--- src/rtl/stream_demux_pkg.sv ---
// stream_demux_pkg: shared state encoding and port index constants for
// the 1-to-2 packet stream demultiplexer.
package stream_demux_pkg;

  typedef enum logic {
    ST_IDLE   = 1'b0,
    ST_ACTIVE = 1'b1
  } state_t;

  localparam logic PORT0 = 1'b0;
  localparam logic PORT1 = 1'b1;

endpackage

--- src/rtl/stream_demux_out_reg.sv ---
// stream_demux_out_reg: one-entry registered output buffer. A load always
// wins over a drain, so a simultaneous drain and load keeps the entry valid
// with the new beat, allowing one beat per cycle.
module stream_demux_out_reg #(
  parameter int unsigned DATA_W = 8
) (
  input  logic              clk,
  input  logic              rst,
  input  logic              load,
  input  logic [DATA_W-1:0] in_data,
  input  logic              in_last,
  input  logic              ready,
  output logic              valid,
  output logic [DATA_W-1:0] data,
  output logic              last
);

  // Buffer entry: reset clears, load captures, handshake without load empties.
  always_ff @(posedge clk) begin
    if (rst) begin
      valid <= 1'b0;
      data  <= '0;
      last  <= 1'b0;
    end else if (load) begin
      valid <= 1'b1;
      data  <= in_data;
      last  <= in_last;
    end else if (valid && ready) begin
      valid <= 1'b0;
    end
  end

endmodule

--- src/rtl/stream_demux_1to2.sv ---
// stream_demux_1to2: packet-aware 1-to-2 valid/ready demultiplexer.
// The route is picked from s_sel on the first beat of each packet and held
// until the last beat. Each output is driven by a one-entry register.
// Optional per-port completed-packet counters: define STREAM_DEMUX_PKT_CNT_EN.
module stream_demux_1to2
  import stream_demux_pkg::*;
#(
  parameter int unsigned DATA_W = 8,
  parameter int unsigned CNT_W  = 8
) (
  input  logic              clk,
  input  logic              rst,
  input  logic              s_valid,
  output logic              s_ready,
  input  logic [DATA_W-1:0] s_data,
  input  logic              s_last,
  input  logic              s_sel,
  output logic              m0_valid,
  input  logic              m0_ready,
  output logic [DATA_W-1:0] m0_data,
  output logic              m0_last,
  output logic              m1_valid,
  input  logic              m1_ready,
  output logic [DATA_W-1:0] m1_data,
  output logic              m1_last,
  output logic              busy,
  output logic [CNT_W-1:0]  pkt_cnt0,
  output logic [CNT_W-1:0]  pkt_cnt1
);

  state_t state;
  logic   route;
  logic   tgt;
  logic   tgt_valid;
  logic   tgt_ready;
  logic   accept;
  logic   load0;
  logic   load1;

  // Effective target and input ready; independent of s_valid.
  always_comb begin
    tgt       = (state == ST_IDLE) ? s_sel : route;
    tgt_valid = (tgt == PORT1) ? m1_valid : m0_valid;
    tgt_ready = (tgt == PORT1) ? m1_ready : m0_ready;
    s_ready   = !tgt_valid || tgt_ready;
    accept    = s_valid && s_ready;
    load0     = accept && (tgt == PORT0);
    load1     = accept && (tgt == PORT1);
  end

  // Packet FSM and route register; the route only changes on a first beat.
  always_ff @(posedge clk) begin
    if (rst) begin
      state <= ST_IDLE;
      route <= PORT0;
    end else if (accept) begin
      if (state == ST_IDLE) begin
        route <= s_sel;
      end
      state <= s_last ? ST_IDLE : ST_ACTIVE;
    end
  end

  assign busy = (state == ST_ACTIVE);

  stream_demux_out_reg #(.DATA_W(DATA_W)) u_out0 (
    .clk     (clk),
    .rst     (rst),
    .load    (load0),
    .in_data (s_data),
    .in_last (s_last),
    .ready   (m0_ready),
    .valid   (m0_valid),
    .data    (m0_data),
    .last    (m0_last)
  );

  stream_demux_out_reg #(.DATA_W(DATA_W)) u_out1 (
    .clk     (clk),
    .rst     (rst),
    .load    (load1),
    .in_data (s_data),
    .in_last (s_last),
    .ready   (m1_ready),
    .valid   (m1_valid),
    .data    (m1_data),
    .last    (m1_last)
  );

`ifdef STREAM_DEMUX_PKT_CNT_EN
  // Count downstream handshakes that carry the last beat; wraps naturally.
  always_ff @(posedge clk) begin
    if (rst) begin
      pkt_cnt0 <= '0;
      pkt_cnt1 <= '0;
    end else begin
      if (m0_valid && m0_ready && m0_last) begin
        pkt_cnt0 <= pkt_cnt0 + 1'b1;
      end
      if (m1_valid && m1_ready && m1_last) begin
        pkt_cnt1 <= pkt_cnt1 + 1'b1;
      end
    end
  end
`else
  assign pkt_cnt0 = '0;
  assign pkt_cnt1 = '0;
`endif

endmodule

--- config.mk ---
export PLATFORM = sky130hd
export DESIGN_NAME = stream_demux_1to2
export DESIGN_NICKNAME = d
export VERILOG_FILES = /design/src/rtl/stream_demux_pkg.sv /design/src/rtl/stream_demux_out_reg.sv /design/src/rtl/stream_demux_1to2.sv
export SDC_FILE = /design/constraint.sdc
export NUM_CORES = 1
export LEC_CHECK = 0
export CAP_MARGIN = 20
export CORE_ASPECT_RATIO = 1.75
export CORE_UTILIZATION = 34
export CTS_CLUSTER_SIZE = 20
export DETAILED_ROUTE_END_ITERATION = 16
export PLACE_DENSITY = 0.73
export SLEW_MARGIN = 5
export SYNTH_ARGS = -nofsm -noshare
export SYNTH_HDL_FRONTEND = slang
export SYNTH_SLANG_ARGS = --single-unit
--- constraint.sdc ---
create_clock -name clk -period 1.3 [get_ports clk]
set_input_delay 0.26 -clock clk [delete_from_list [all_inputs] [get_ports clk]]
set_output_delay 0.26 -clock clk [all_outputs]
set_load 0.1 [all_outputs]
### After elaboration in Yosys (flattened, before gate mapping)

Index checks and enable logic that the tools add are counted.

* word-level logic and storage cells: 26
* memory bits (writable): 0
* memories: 0
* bits in registers: 22
* memory bits (read-only): 0
* bits in latches: 0

* divide/modulo/power cells: 0
* $add $sub $neg: 0
* equality and inequality tests: 0
* order comparisons: 0
* multipliers: 0
* bitwise gates (word level): 1
* shift-type cells: 0
* multiplexer cells: 8
* reductions and logical operators: 9

Operators by type and width (number)
* $mux 1: 8
* $logic_and 1x1->1: 5
* $reduce_bool 2->1: 2
* $logic_not 1->1: 1
* $logic_or 1x1->1: 1
* $not 1->1: 1

### Longest topological paths before layout

* depth in word-level cells: 7
* mapped depth: 5
* depth with buffers taken out: 4

### Cells and area by module

A second synthesis with hierarchy kept.

* cell total of the unflattened synthesis: 96
* area, all modules: 963.4 µm²

By module, submodules not included
* stream_demux_out_reg: cells an instance 33, times used 2, area an instance 355.3 µm²
* stream_demux_1to2: cells an instance 30, times used 1, area an instance 252.7 µm²

### Least setup slack after synthesis

Ideal clock, no wire load.

* kind: flip-flop to output port
* start point: reg state (netlist: busy)
* end point: out s_ready
* cell stages (with the launch flop): 3
* path buffers: 0
* path slack: -0.869 ns
* data arrival time: 1.909 ns
* cells stage by stage: dfxtp_1 > mux2i_2 > mux2_2

* cells in the longest elaborated chain, start to end: 4
* elaborated cells on any way between the ends: 5

RTL lines
* start: declaration: line stream_demux_1to2.sv:31 `state_t state;`
* start signal: assignment: line stream_demux_1to2.sv:60 `state <= s_last ? ST_IDLE : ST_ACTIVE;`
* $mux 1 (*)
* $mux 1: line stream_demux_1to2.sv:43 `tgt_valid = (tgt == PORT1) ? m1_valid : m0_valid;`
* $logic_not 1->1: line stream_demux_1to2.sv:45 `s_ready = !tgt_valid || tgt_ready;`
* $logic_or 1x1->1 (*): line stream_demux_1to2.sv:45
* end: declaration: line stream_demux_1to2.sv:14 `output logic s_ready,`

Mark *: on every way between the ends. The rest lies on a longest branch, timed or not.

### Worst setup path in the final report

Same ends and word-level chain as after synthesis.

==> flow_summary_export.csv <==
group,metric,value,unit
status,status,"finished, violations left",
status,violations,"negative setup slack",
final_layout,utilization,61.5,%
hold_path,worstHoldStart,"route",
clocking,path_clk_slew,70,ps
floorplanning,dieArea,3060,um2
routing,viasPerCell,4.45,
critical_path,reg2reg_slack,-230,ps
hold_path,whs_path_depth,2,
synth,synthFlopType,"dfxtp_1",
synth,synth-seq-cells,22,
critical_path,crit_fanout,2,
global_route,gr-max-usage-layer,"met2",
synth,synth.most_common_cell,"dfxtp_1",
job,cap_violations,0,
critical_path,crit_family,"multiplexers",
clocking,cts_tree,"yes",
routing,drt_iter0_markers,17,
hold_path,min_to,"route",
placement,dp_hpwl,1630,um
synth,syn_area,965,um2
synth,synthCells,93,
critical_path,endpoint_kind,"primary output",
global_route,grt_pass1_wl,3370,um
routing,routedWlPerCell,12.9,um
synth,netlist_top_cells_area,"dfxtp_1 46%, mux2i_1 19%, buf_4 12%, nor2_1 7.0%, buf_12 2.1%",
critical_path,critPathLaunchType,"flop",
synth,synth_edf_count,0,
sta,setup_viol,23,
synth,synth_warnings,0,
synth,synth_common_cells,"22 x dfxtp_1, 18 x mux2i_1, 18 x nor2_1",
clocking,htree_num_levels,1,
placement,dp_cells,158,
critical_path,worst-setup-path-type,"reg -> out",
sta,period_minus_slack,1610,ps
critical_path,cpMaxStageDelayCell,"dfxtp_4",
power_and_ir_drop,leakagePower,0.779,nW
routing,ant_nets,0,
global_route,grt_antenna_before_repair,0,
routing,drtPass1Iterations,3,
sta,slew_viol_final,0,
critical_path,cpPeakStageDelay,370,ps
critical_path,arrival,1350,ps
synth,avgSynthCellArea,10.4,um2
floorplanning,design.portCount,53,
critical_path,crit_chain,"mux2i_4, mux2_4, buf_12",
final_layout,flow.area_growth_from_synthesis,71.6,%
global_route,grt_pass1_vias,710,
clocking,numCtsBuffers,3,
clocking,cts_num_sinks,22,
power_and_ir_drop,ir_drop,0.000814,V
clocking,clk_latency,250,ps
critical_path,critPathRequiredTime,1040,ps
synth,yosysSeqAreaShare,45.7,%
final_layout,antenna-diode-count,0,
clocking,cts-root-buf,"clkbuf_8",
global_route,use_met3,3.73,%
synth,ys_async_sr_fraction,0,%
sta,period_share,124,%
final_layout,finalNetCount,154,
floorplanning,die_x,42.3,um
routing,dr_total_vias,735,
power_and_ir_drop,p_total,2.06,mW
critical_path,rr_endpoint,"u_out0.data[3]",
synth,synth_top_area_share,45.7,%
sta,finalHoldViolCount,0,
floorplanning,die_h,72.5,um
critical_path,reg2reg_from,"busy",
global_route,use_met1,16.6,%
power_and_ir_drop,powerDensity,1250,nW/um2
clocking,clockBufferDepth,2,
routing,drc,0,
synth,yosys.area.top_type,"dfxtp_1",
sta,fin_setup_tns,-4330,ps
final_layout,layout.cells.non_filler,165,
global_route,met2_usage,24.8,%
critical_path,r2r_cells,8,
final_layout,drive_gt1_share,33.3,%
global_route,grt_max_degree,23,
critical_path,worstPathBufferInverterCount,1,
floorplanning,rows,25,
routing,wirelength,2140,um
placement,gp_congestion,0.737,
sta,worst_slack,-311,ps
floorplanning,coreArea,2690,um2
placement,portBuffers,36,
hold_path,min_path_type,"reg -> reg",
sta,fmax,621,MHz
sta,grt_setup_unrepaired,"yes",
global_route,grt.total_usage,14.5,%
synth,yosysUniqueCellTypes,20,
global_route,gr-total-overflow,0,
sta,final.setup_skew,1.91,ps
floorplanning,initial_core_util,35.9,%
## metal layers
metal  vias up  wire (um)
li1        361          -
met2        30       1200
met1       339        783
met4         0         41
met3         5        109
met5         -          0
## area by class of cell
type	instances	area (um2)
well taps	27	33.8
inverters	1	3.75
multi-input cells	65	445
repair buffers	46	678
flip-flops and latches	22	449
fillers	221	1030
clock buffers	4	45.0
## power breakdown
group          internal [mW]  switching (mW)  leakage, nW  total, mW
combinational          0.285           0.605        0.575      0.890
clock                  0.218           0.197       0.0228      0.415
sequential             0.715          0.0433        0.182      0.758
total                   1.22           0.845        0.779       2.06
## cells by family (layout without fill, tap and decap cells)
family,count (synthesis),in the layout,synth area share (%)
simple gates,25,25,13.1
flops,22,22,45.7
buf+inv,21,51,16.9
mux,20,20,21.3
compound gates,4,4,2.72
other cells,1,16,0.389
## tightest hold or removal path: stages (launching register included)
cell	delay, ps
dfxtp_1	350
nor2b_1	110
nor3_1	50
## worst max-delay path by stage
stage	from	to	slack [ps]	cells past startpoint
after global placement	s_sel	s_ready	-340	4
after CTS	busy	s_ready	-330	3
final	busy	s_ready	-310	3
after global routing	busy	s_ready	-360	3
after floorplan	busy	s_ready	-270	2
after detailed placement	s_sel	u_out0.data[3]	-360	7
## flip-flops by register name (all words and copies together) (netlist names)
| signal | cells |
|---|---|
| busy | 1 |
| route | 1 |
| u_out0.data | 8 |
| u_out0.last | 1 |
| u_out0.valid | 1 |
| u_out1.data | 8 |
| u_out1.last | 1 |
| u_out1.valid | 1 |
## stage by stage
stage / hold WS [ps] / cell area (um2) / worst slack (ps)
floorplan: 313 / 1050 / -266
global placement: 524 / 1570 / -340
detailed placement: 538 / 1570 / -361
CTS: 549 / 1640 / -330
global route: 579 / 1660 / -360
finish: 549 / 1660 / -311
## layout by cell type (no fill, tap or decap), types with 2 or more instances in the layout
cell type,count
nor2_1,18
buf_4,6
buf_6,3
nand2b_1,2
clkdlybuf4s50_1,13
mux2i_1,17
a21oi_2,2
buf_12,23
conb_1,16
dfxtp_1,19
clkbuf_8,3
dfxtp_4,2
## repair_timing
item,4_1_cts,5_1_grt
setup buffers,2,1
hold buffers,0,0
endpoints found under the setup margin,21,23
resized for setup,4,2
pin swaps,0,0
Power figures use the tool's default switching activity.
